===== config.mk =====
export PLATFORM = sky130hd
export DESIGN_NAME = tram_ctrl_flat
export DESIGN_NICKNAME = d
export VERILOG_FILES = /design/src/rtl/tram_pkg.sv /design/src/rtl/tram_if.sv /design/src/rtl/tram_rr_arb.sv /design/src/rtl/tram_ctrl.sv /design/src/flat_wrapper.sv
export SDC_FILE = /design/constraint.sdc
export NUM_CORES = 1
export LEC_CHECK = 0
export BUFFER_PORTS_ARGS = -buffer_cell sky130_fd_sc_hd__clkbuf_2
export CAP_MARGIN = 20
export CORE_AREA = 2 2 98 100
export CTS_CLUSTER_SIZE = 28
export DETAILED_ROUTE_END_ITERATION = 6
export DIE_AREA = 0 0 100 102
export PLACE_DENSITY_LB_ADDON = 0.1
export SLEW_MARGIN = 20
export SYNTH_ARGS = -nofsm -noshare
export SYNTH_HDL_FRONTEND = slang
export SYNTH_SLANG_ARGS = --single-unit

===== constraint.sdc =====
create_clock -name clk -period 2.53 [get_ports clk]
set_clock_uncertainty 0.2 [all_clocks]
set_input_delay 0 -clock clk [delete_from_list [all_inputs] [get_ports clk]]
set_output_delay 0 -clock clk [all_outputs]
set_load 0.05 [all_outputs]

===== src/rtl/tram_pkg.sv =====
// Shared widths, FSM state encoding and round-robin history encoding for the
// tag RAM controller.
package tram_pkg;

    localparam int TRAM_DATA_W = 54;
    localparam int TRAM_ADDR_W = 9;
    localparam int TRAM_DEPTH  = 512;

    typedef enum logic [1:0] {
        S_RST  = 2'd0,
        S_INIT = 2'd1,
        S_RUN  = 2'd2
    } state_t;

    // Which port won the most recent contested cycle.
    typedef enum logic {
        READ  = 1'b0,
        WRITE = 1'b1
    } rr_t;

endpackage


===== src/rtl/tram_if.sv =====
// Requester-side handshake bundle of the tag RAM controller: lookup port,
// update port, flush and init status.
interface tram_if
    import tram_pkg::*;
#(
    parameter int DATA_W = TRAM_DATA_W,
    parameter int ADDR_W = TRAM_ADDR_W
) ();

    logic              flush_req;
    logic              rd_req;
    logic [ADDR_W-1:0] rd_addr;
    logic              rd_gnt;
    logic              rd_valid;
    logic [DATA_W-1:0] rd_data;
    logic              wr_req;
    logic [ADDR_W-1:0] wr_addr;
    logic [DATA_W-1:0] wr_data;
    logic              wr_gnt;
    logic              init_done;

    modport master (
        output flush_req, rd_req, rd_addr, wr_req, wr_addr, wr_data,
        input  rd_gnt, rd_valid, rd_data, wr_gnt, init_done
    );

    modport slave (
        input  flush_req, rd_req, rd_addr, wr_req, wr_addr, wr_data,
        output rd_gnt, rd_valid, rd_data, wr_gnt, init_done
    );

endinterface


===== src/rtl/tram_rr_arb.sv =====
// Two-way round-robin arbiter: req[0] = lookup, req[1] = update.
// History only moves on contested cycles, so a lone requester never loses its turn.
module tram_rr_arb
    import tram_pkg::*;
(
    input  logic       clk,
    input  logic       reset,
    input  logic [1:0] req,
    input  logic       en,
    output logic [1:0] gnt
);

    rr_t rr_last;

    always_comb begin
        gnt = 2'b00;
        if (en) begin
            case (req)
                2'b01:   gnt = 2'b01;
                2'b10:   gnt = 2'b10;
                2'b11:   gnt = (rr_last == WRITE) ? 2'b01 : 2'b10;
                default: gnt = 2'b00;
            endcase
        end
    end

    always_ff @(posedge clk or negedge reset) begin
        if (!reset) begin
            rr_last <= WRITE;
        end else if (en && (req == 2'b11)) begin
            rr_last <= gnt[0] ? READ : WRITE;
        end
    end

endmodule


===== src/rtl/tram_ctrl.sv =====
// Tag RAM sequencer: zero-sweeps t_ram after reset or flush, then arbitrates the
// lookup and update ports onto the single RAM port.
//
//   state  | meaning
//   S_RST  | held in / just out of reset, RAM port idle
//   S_INIT | writing zero to entry cnt, requests blocked
//   S_RUN  | RAM cleared, one grant per cycle via round-robin
module tram_ctrl
    import tram_pkg::*;
#(
    parameter int DATA_W = TRAM_DATA_W,
    parameter int ADDR_W = TRAM_ADDR_W,
    parameter int DEPTH  = TRAM_DEPTH
) (
    input  logic              clk,
    input  logic              reset,
    tram_if.slave             bus,
    output logic [ADDR_W-1:0] ram_addr,
    output logic              ram_wr,
    output logic [DATA_W-1:0] ram_wd,
    input  logic [DATA_W-1:0] ram_rd
);

    state_t            state, state_nxt;
    logic [ADDR_W-1:0] cnt, cnt_nxt;
    logic              arb_en;
    logic [1:0]        gnt;

    // A flush in S_RUN outranks both requesters for that cycle.
    assign arb_en = (state == S_RUN) && !bus.flush_req;

    tram_rr_arb u_arb (
        .clk   (clk),
        .reset (reset),
        .req   ({bus.wr_req, bus.rd_req}),
        .en    (arb_en),
        .gnt   (gnt)
    );

    assign bus.rd_gnt = gnt[0];
    assign bus.wr_gnt = gnt[1];

    always_comb begin
        state_nxt = state;
        cnt_nxt   = cnt;
        ram_addr  = '0;
        ram_wr    = 1'b0;
        ram_wd    = '0;
        case (state)
            S_RST: state_nxt = S_INIT;
            S_INIT: begin
                ram_wr   = 1'b1;
                ram_addr = cnt;
                if (cnt == ADDR_W'(DEPTH - 1)) begin
                    state_nxt = S_RUN;
                    cnt_nxt   = '0;
                end else begin
                    cnt_nxt = cnt + ADDR_W'(1);
                end
            end
            S_RUN: begin
                if (bus.flush_req) begin
                    state_nxt = S_INIT;
                    cnt_nxt   = '0;
                end else if (gnt[1]) begin
                    ram_wr   = 1'b1;
                    ram_addr = bus.wr_addr;
                    ram_wd   = bus.wr_data;
                end else if (gnt[0]) begin
                    ram_addr = bus.rd_addr;
                end
            end
            default: state_nxt = S_RST;
        endcase
    end

    always_ff @(posedge clk or negedge reset) begin
        if (!reset) begin
            state         <= S_RST;
            cnt           <= '0;
            bus.init_done <= 1'b0;
        end else begin
            state         <= state_nxt;
            cnt           <= cnt_nxt;
            bus.init_done <= (state_nxt == S_RUN);
        end
    end

    always_ff @(posedge clk or negedge reset) begin
        if (!reset) begin
            bus.rd_valid <= 1'b0;
            bus.rd_data  <= '0;
        end else begin
            bus.rd_valid <= gnt[0];
            if (gnt[0]) begin
                bus.rd_data <= ram_rd;
            end
        end
    end

endmodule


===== src/flat_wrapper.sv =====
// flat-port wrapper written by rule: the top's interface ports become plain ports
module tram_ctrl_flat import tram_pkg::*;
#(
    parameter int DATA_W = TRAM_DATA_W,
    parameter int ADDR_W = TRAM_ADDR_W,
    parameter int DEPTH  = TRAM_DEPTH
)
  (clk, reset, ram_addr, ram_wr, ram_wd, ram_rd, bus_flush_req, bus_rd_req, bus_rd_addr, bus_wr_req, bus_wr_addr, bus_wr_data, bus_rd_gnt, bus_rd_valid, bus_rd_data, bus_wr_gnt, bus_init_done);
  tram_if #(.DATA_W(DATA_W), .ADDR_W(ADDR_W)) bus_i ();
  input  logic clk;
  input  logic reset;
  output logic [ADDR_W-1:0] ram_addr;
  output logic ram_wr;
  output logic [DATA_W-1:0] ram_wd;
  input  logic [DATA_W-1:0] ram_rd;
  input wire logic [$bits(bus_i.flush_req)-1:0] bus_flush_req;
  input wire logic [$bits(bus_i.rd_req)-1:0] bus_rd_req;
  input wire logic [$bits(bus_i.rd_addr)-1:0] bus_rd_addr;
  input wire logic [$bits(bus_i.wr_req)-1:0] bus_wr_req;
  input wire logic [$bits(bus_i.wr_addr)-1:0] bus_wr_addr;
  input wire logic [$bits(bus_i.wr_data)-1:0] bus_wr_data;
  output wire logic [$bits(bus_i.rd_gnt)-1:0] bus_rd_gnt;
  output wire logic [$bits(bus_i.rd_valid)-1:0] bus_rd_valid;
  output wire logic [$bits(bus_i.rd_data)-1:0] bus_rd_data;
  output wire logic [$bits(bus_i.wr_gnt)-1:0] bus_wr_gnt;
  output wire logic [$bits(bus_i.init_done)-1:0] bus_init_done;
  assign bus_i.flush_req = bus_flush_req;
  assign bus_i.rd_req = bus_rd_req;
  assign bus_i.rd_addr = bus_rd_addr;
  assign bus_i.wr_req = bus_wr_req;
  assign bus_i.wr_addr = bus_wr_addr;
  assign bus_i.wr_data = bus_wr_data;
  assign bus_rd_gnt = bus_i.rd_gnt;
  assign bus_rd_valid = bus_i.rd_valid;
  assign bus_rd_data = bus_i.rd_data;
  assign bus_wr_gnt = bus_i.wr_gnt;
  assign bus_init_done = bus_i.init_done;
  tram_ctrl #(.DATA_W(DATA_W), .ADDR_W(ADDR_W), .DEPTH(DEPTH)) u_core (.clk(clk), .reset(reset), .bus(bus_i), .ram_addr(ram_addr), .ram_wr(ram_wr), .ram_wd(ram_wd), .ram_rd(ram_rd));
endmodule

### After elaboration in Yosys (flattened, before gate mapping)

Index checks and enable logic that the tools add are counted.

| storage, ports and cells | value |
|---|---|
| RAM bits | 0 |
| register bits | 68 |
| word-level logic and storage cells | 41 |
| bits in read-only memories | 0 |
| memories | 0 |
| output and inout bits | 122 |
| bits in latches | 0 |
| bits of input ports | 131 |

| cells by class | value |
|---|---|
| bitwise logic cells | 0 |
| divide/modulo/power cells | 0 |
| magnitude comparators | 0 |
| shift operators | 0 |
| reductions and logical operators | 6 |
| add/sub/neg operators | 1 |
| equality and inequality tests | 8 |
| multipliers | 0 |
| mux-type cells | 20 |

Operator list:

| operator | count |
|---|---|
| two-way mux 54 bit | 3 |
| two-way mux 9 bit | 5 |
| case mux 9 bit (2 select lines) | 2 |
| case mux 2 bit (3 select lines) | 2 |
| adder 9 x 1 -> 9 bit, second input constant | 1 |
| == test 9 bit, second input constant | 1 |
| == test 2 bit, second input constant | 4 |
| two-way mux 2 bit | 4 |
| == test 2 x 1 -> 1 bit, second input constant | 2 |
| two-way mux 1 bit | 3 |
| logical AND 1 bit | 2 |
| zero test 2 bit | 1 |
| != test 2 bit, second input constant | 1 |
| case mux 1 bit (2 select lines) | 1 |
| AND reduction 2 bit | 1 |
| nonzero test 2 bit | 1 |
| zero test 1 bit | 1 |

### Logic depth before layout (Yosys ltp)

| depth | value |
|---|---|
| word-level depth | 7 |
| depth in mapped cells | 8 |
| gate-level depth less buffers | 7 |

### Modules after synthesis

Synthesis repeated with hierarchy kept, for this count alone.

| unflattened totals | value |
|---|---|
| cells, all modules | 278 |
| area, all modules | 3330.7 um2 |

Modules (own cells, without submodules):

| module | cells each | area an instance (um2) | instances | sequential area each (um2) |
|---|---|---|---|---|
| tram_ctrl | 270 | 3269.4 | 1 | 1676.6 |
| tram_rr_arb | 8 | 61.3 | 1 | 26.3 |

### Worst setup path after synthesis

No wires, ideal clock.

| timing | value |
|---|---|
| path type | register to output |
| start | register u_core.state[0] |
| end | output ram_wd[45] |
| path buffers | 2 |
| arrival | 2.178 ns |
| setup slack | 0.152 ns |
| stages on the path, launching flop included | 8 |
| required time | 2.330 ns |
| cell sequence | dfrtp_1 inv_1 ha_1 buf_4 and2b_4 and3_1 clkbuf_1 and2_1 |

| between the ends | value |
|---|---|
| word-level cells in the longest chain between the ends | 6 |

RTL lines:

| item | line | RTL |
|---|---|---|
| from (decl) | tram_ctrl.sv:24 | `state_t state, state_nxt;` |
| from (signal assigned) | tram_ctrl.sv:83 | `state <= state_nxt;` |
| == test 2 bit | tram_ctrl.sv:30 | `assign arb_en = (state == S_RUN) && !bus.flush_req;` |
| logical AND 1 bit | tram_ctrl.sv:30 |  |
| two-way mux 2 bit | tram_rr_arb.sv:17 | `if (en) begin` |
| named net bus_wr_gnt | flat_wrapper.sv:25 | `output wire logic [$bits(bus_i.wr_gnt)-1:0] bus_wr_gnt;` |
| two-way mux 54 bit | tram_ctrl.sv:65 | `end else if (gnt[1]) begin` |
| two-way mux 54 bit | tram_ctrl.sv:62 | `if (bus.flush_req) begin` |
| two-way mux 54 bit | tram_ctrl.sv:49 | `case (state)` |
| to (decl) | flat_wrapper.sv:14 | `output logic [DATA_W-1:0] ram_wd;` |

The timed path passes the listed nets, and every way through them passes these cells.

### Final worst setup path

| timing | value |
|---|---|
| start | register u_core.state[1] |
| end | output ram_addr[8] |

| between the ends | value |
|---|---|
| word-level cells in the longest chain between the ends | 7 |
| elaborated cells on any way between the ends | 8 |
| classes of those cells | 2 x eq/ne; 5 x mux; 1 x reduce/logical |

RTL lines:

| item | line | RTL |
|---|---|---|
| == test 2 bit | tram_ctrl.sv:30, tram_ctrl.sv:49 |  |
| logical AND 1 bit | tram_ctrl.sv:30 |  |
| two-way mux 2 bit | tram_rr_arb.sv:17 |  |
| two-way mux 9 bit | tram_ctrl.sv:69 | `end else if (gnt[0]) begin` |
| two-way mux 9 bit | tram_ctrl.sv:65 |  |
| two-way mux 9 bit | tram_ctrl.sv:62 |  |
| case mux 9 bit (2 select lines) * | tram_ctrl.sv:49 |  |
| to (decl) | flat_wrapper.sv:12 | `output logic [ADDR_W-1:0] ram_addr;` |

Mark *: on every way between the ends. The rest lies on a longest branch, timed or not.

==> impl_metrics.toml <==
[critical_path]
cpMostUsedCell = "inv_1"
crit_path_cell_trace = "inv_1, ha_2, inv_1, a211oi_2, buf_4, a221o_1, clkbuf_2"
worst-r2r-setup-slack_ps = 230
critPathRequiredTime_ps = 2330
startpoint = "u_core.state[1]"
critPathArrivalTime_ps = 2200
crit_buf_inv = 4
r2r-end = "u_core.cnt[7]"
crit_type = "reg2out"
end_kind = "output pin"
cp.depth = 7
cp_top_family = "buffers and inverters"
reg2reg_depth = 7
worstPathMaxFanout = 12
crit_end = "ram_addr[8]"
r2r_start = "u_core.cnt[0]"
start_kind = "register"
cp_slowest_stage_delay_ps = 440
critPathSlowestCell = "ha_2"

[yosys]
async_reset_ff_frac = 1.00
ys_types = 39
synth_edf_count = 0
synthAdderAreaFrac = 0.0222
netlist_area_um2 = 3380
synth_top_family_by_area = "multiplexers"
synthMuxAreaShare = 0.189
synthCells = 276
ys_ff_latch = 68
yosysSeqAreaShare = 0.504
syn_nets = 413
ys_warn_count = 0
synth-compound-area-share = 0.0719
synthSimpleGateAreaFrac = 0.172
synth-xor-area-share = 0.00259
synth.avg_cell_area_um2 = 12.2
synth_ff_type = "dfrtp_1"

[clocking]
cts_tree = "built"
cts-root-buf = "clkbuf_8"
clk_pin_slew_ps = 80
cts_setup_buffers = 0
htreeDepth = 3
clock-sinks = 68
insertion_delay_ps = 330
clockBufferDepth = 2
cts_made_buffers = 9

[final_layout]
syn_to_final_growth_pct = 71.8
n_antenna_cell = 0
drive_gt1_frac = 0.565
instances_no_fill = 704
nets = 726

[routing]
drtIter0Drc = 50
via_count = 3328
drc = 0
drt-total-wl_um = 10400
avgViaCountPerCell = 4.73
drtPass1Iterations = 4
ant_nets = 0
wl_per_cell_um = 14.7

[grt]
first_global_vias = 3208
grt_first_pass_wirelength_um = 15200
grt_max_degree = 56
overflow = 0
grt_usage = 0.188
antenna_found_initial = 0

[place]
placed_cells = 630
portBuffers = 252
place_congestion = 0.722
dpl.hpwl_um = 7520
pre_cts_ws_ps = 258

[floorplan]
pin_count = 253
die_y_um = 102
core_um2 = 9110
start_util = 0.371
rows = 35
dieArea_um2 = 10200
die-width_um = 100

[worst_hold_path]
worstHoldPathType = "in2reg"
min_from = "bus_wr_req"

[sta]
layout_setup_ws_ps = 126
worst_pin_slew_ps = 836
fmax_mhz = 416
post-route-min-period_ps = 2400
hold_viol = 0
finalSetupViolations = 0
slew_viol_final = 0
finalCritPeriodShare = 0.950
max-slew-margin-rel = 0.427
rsz0062_at_grt = "yes"

[power_and_ir_drop]
total_power_mw = 3.38
leakage_nw = 3.19
peakVddDrop_mv = 0.481
power_density_nw_per_um2 = 582

[run_status]
status = "finished clean"

[run]
max-cap-violations = 0
[metrics by stage]
stage | hold WS, ps | area (um2) | utilization | setup TNS [ps]
floorplan | -496 | 3380 | - | 0
global placement | -329 | 4940 | 0.543 | 0
detailed placement | -320 | 4940 | 0.543 | 0
CTS | 7.57 | 5750 | 0.631 | 0
global route | 24.2 | 5800 | 0.637 | -298
finish | 25.8 | 5800 | 0.637 | 0
[cell usage after synthesis (all sizes together) (2+ instances only)]
| master | count | area share |
|---|---|---|
| a21oi | 7 | 0.014 |
| a221o | 9 | 0.027 |
| and2 | 54 | 0.10 |
| and3 | 10 | 0.019 |
| buf | 10 | 0.025 |
| clkbuf | 6 | 0.0067 |
| dfrtp | 67 | 0.50 |
| ha | 6 | 0.022 |
| inv | 6 | 0.0067 |
| mux2 | 55 | 0.18 |
| mux2i | 2 | 0.0059 |
| nand2 | 8 | 0.0089 |
| nand3 | 5 | 0.0074 |
| nand3b | 2 | 0.0082 |
| nand4 | 2 | 0.0037 |
| o21ai | 4 | 0.0059 |
| o31ai | 3 | 0.0067 |
| or3 | 2 | 0.0037 |
| or4 | 3 | 0.0067 |
[worst min-delay path: cells and delay by family]
kind	cells	cell delay, ps
buf+inv	2	380
compound gates	1	90
[worst min path at each step]
| stage | endpoint | slack, ps | cells past startpoint |
|---|---|---|---|
| detailed placement | u_core.bus.rd_data[32] | -320 | 1 |
| CTS | u_core.bus.rd_valid | 8 | 3 |
| global route | u_core.bus.rd_valid | 20 | 3 |
| global placement | u_core.bus.rd_data[34] | -330 | 1 |
| floorplan | u_core.bus.init_done | -500 | 0 |
| finish | u_core.bus.rd_valid | 30 | 3 |
[cells by family (layout without fill, tap and decap cells)]
group,count (synthesis),after routing
xor gates and xnor gates,1,1
AOI/OAI and AO/OA,30,30
DFF,68,68
and+or+nand+nor,92,92
muxes,57,57
adders and majority gates,6,6
buffers and inverters,22,339
[per-layer routing]
layer / GRT usage / vias up / wire [um]
met5: 0 / - / 0
met4: 0.0537 / 0 / 125
met2: 0.346 / 133 / 5490
met1: 0.215 / 1581 / 4020
li1: - / 1600 / -
met3: 0.0520 / 14 / 741
[state kept, by name, indices dropped and copies added, names as in the netlist]
register	cells
u_core.bus.rd_data	54
u_core.cnt	9
u_core.u_arb.rr_last	1
u_core.bus.rd_valid	1
u_core.state	2
u_core.bus.init_done	1
[repair_timing]
item                                    4_1_cts  5_1_grt
hold buffers                                 59        0
endpoints found under the setup margin       52       52
endpoints found under the hold margin       129        0
gates resized for setup                       1       66
pin swaps                                     0        0
[layout make-up]
type	count	area (um2)
Fill cell	752	3310
Timing Repair Buffer	318	2160
Sequential cell	68	1700
Multi-Input combinational cell	186	1560
Tap cell	111	139
Clock buffer	9	124
Clock inverter	6	88.8
Inverter	6	22.5
[layout by cell type (no fill, tap or decap), drive strengths merged, types with 3 or more instances in the layout]
cell,synthesis,routed
ha,6,6
and2,54,54
and3,10,10
o21ai,4,4
a221o,9,9
clkbuf,6,214
a21oi,7,7
nand2,8,8
or4,3,3
inv,6,7
nand3,5,5
buf,10,54
dlygate4sd3,0,59
mux2,55,55
o31ai,3,3
dfrtp,67,67
[power breakdown]
group,switching [mW],internal [mW],leakage [nW]
Combinational,0.653,0.443,2.18
Clock,0.417,0.551,0.102
Sequential,0.114,1.20,0.914
Power figures use the tool's default switching activity.
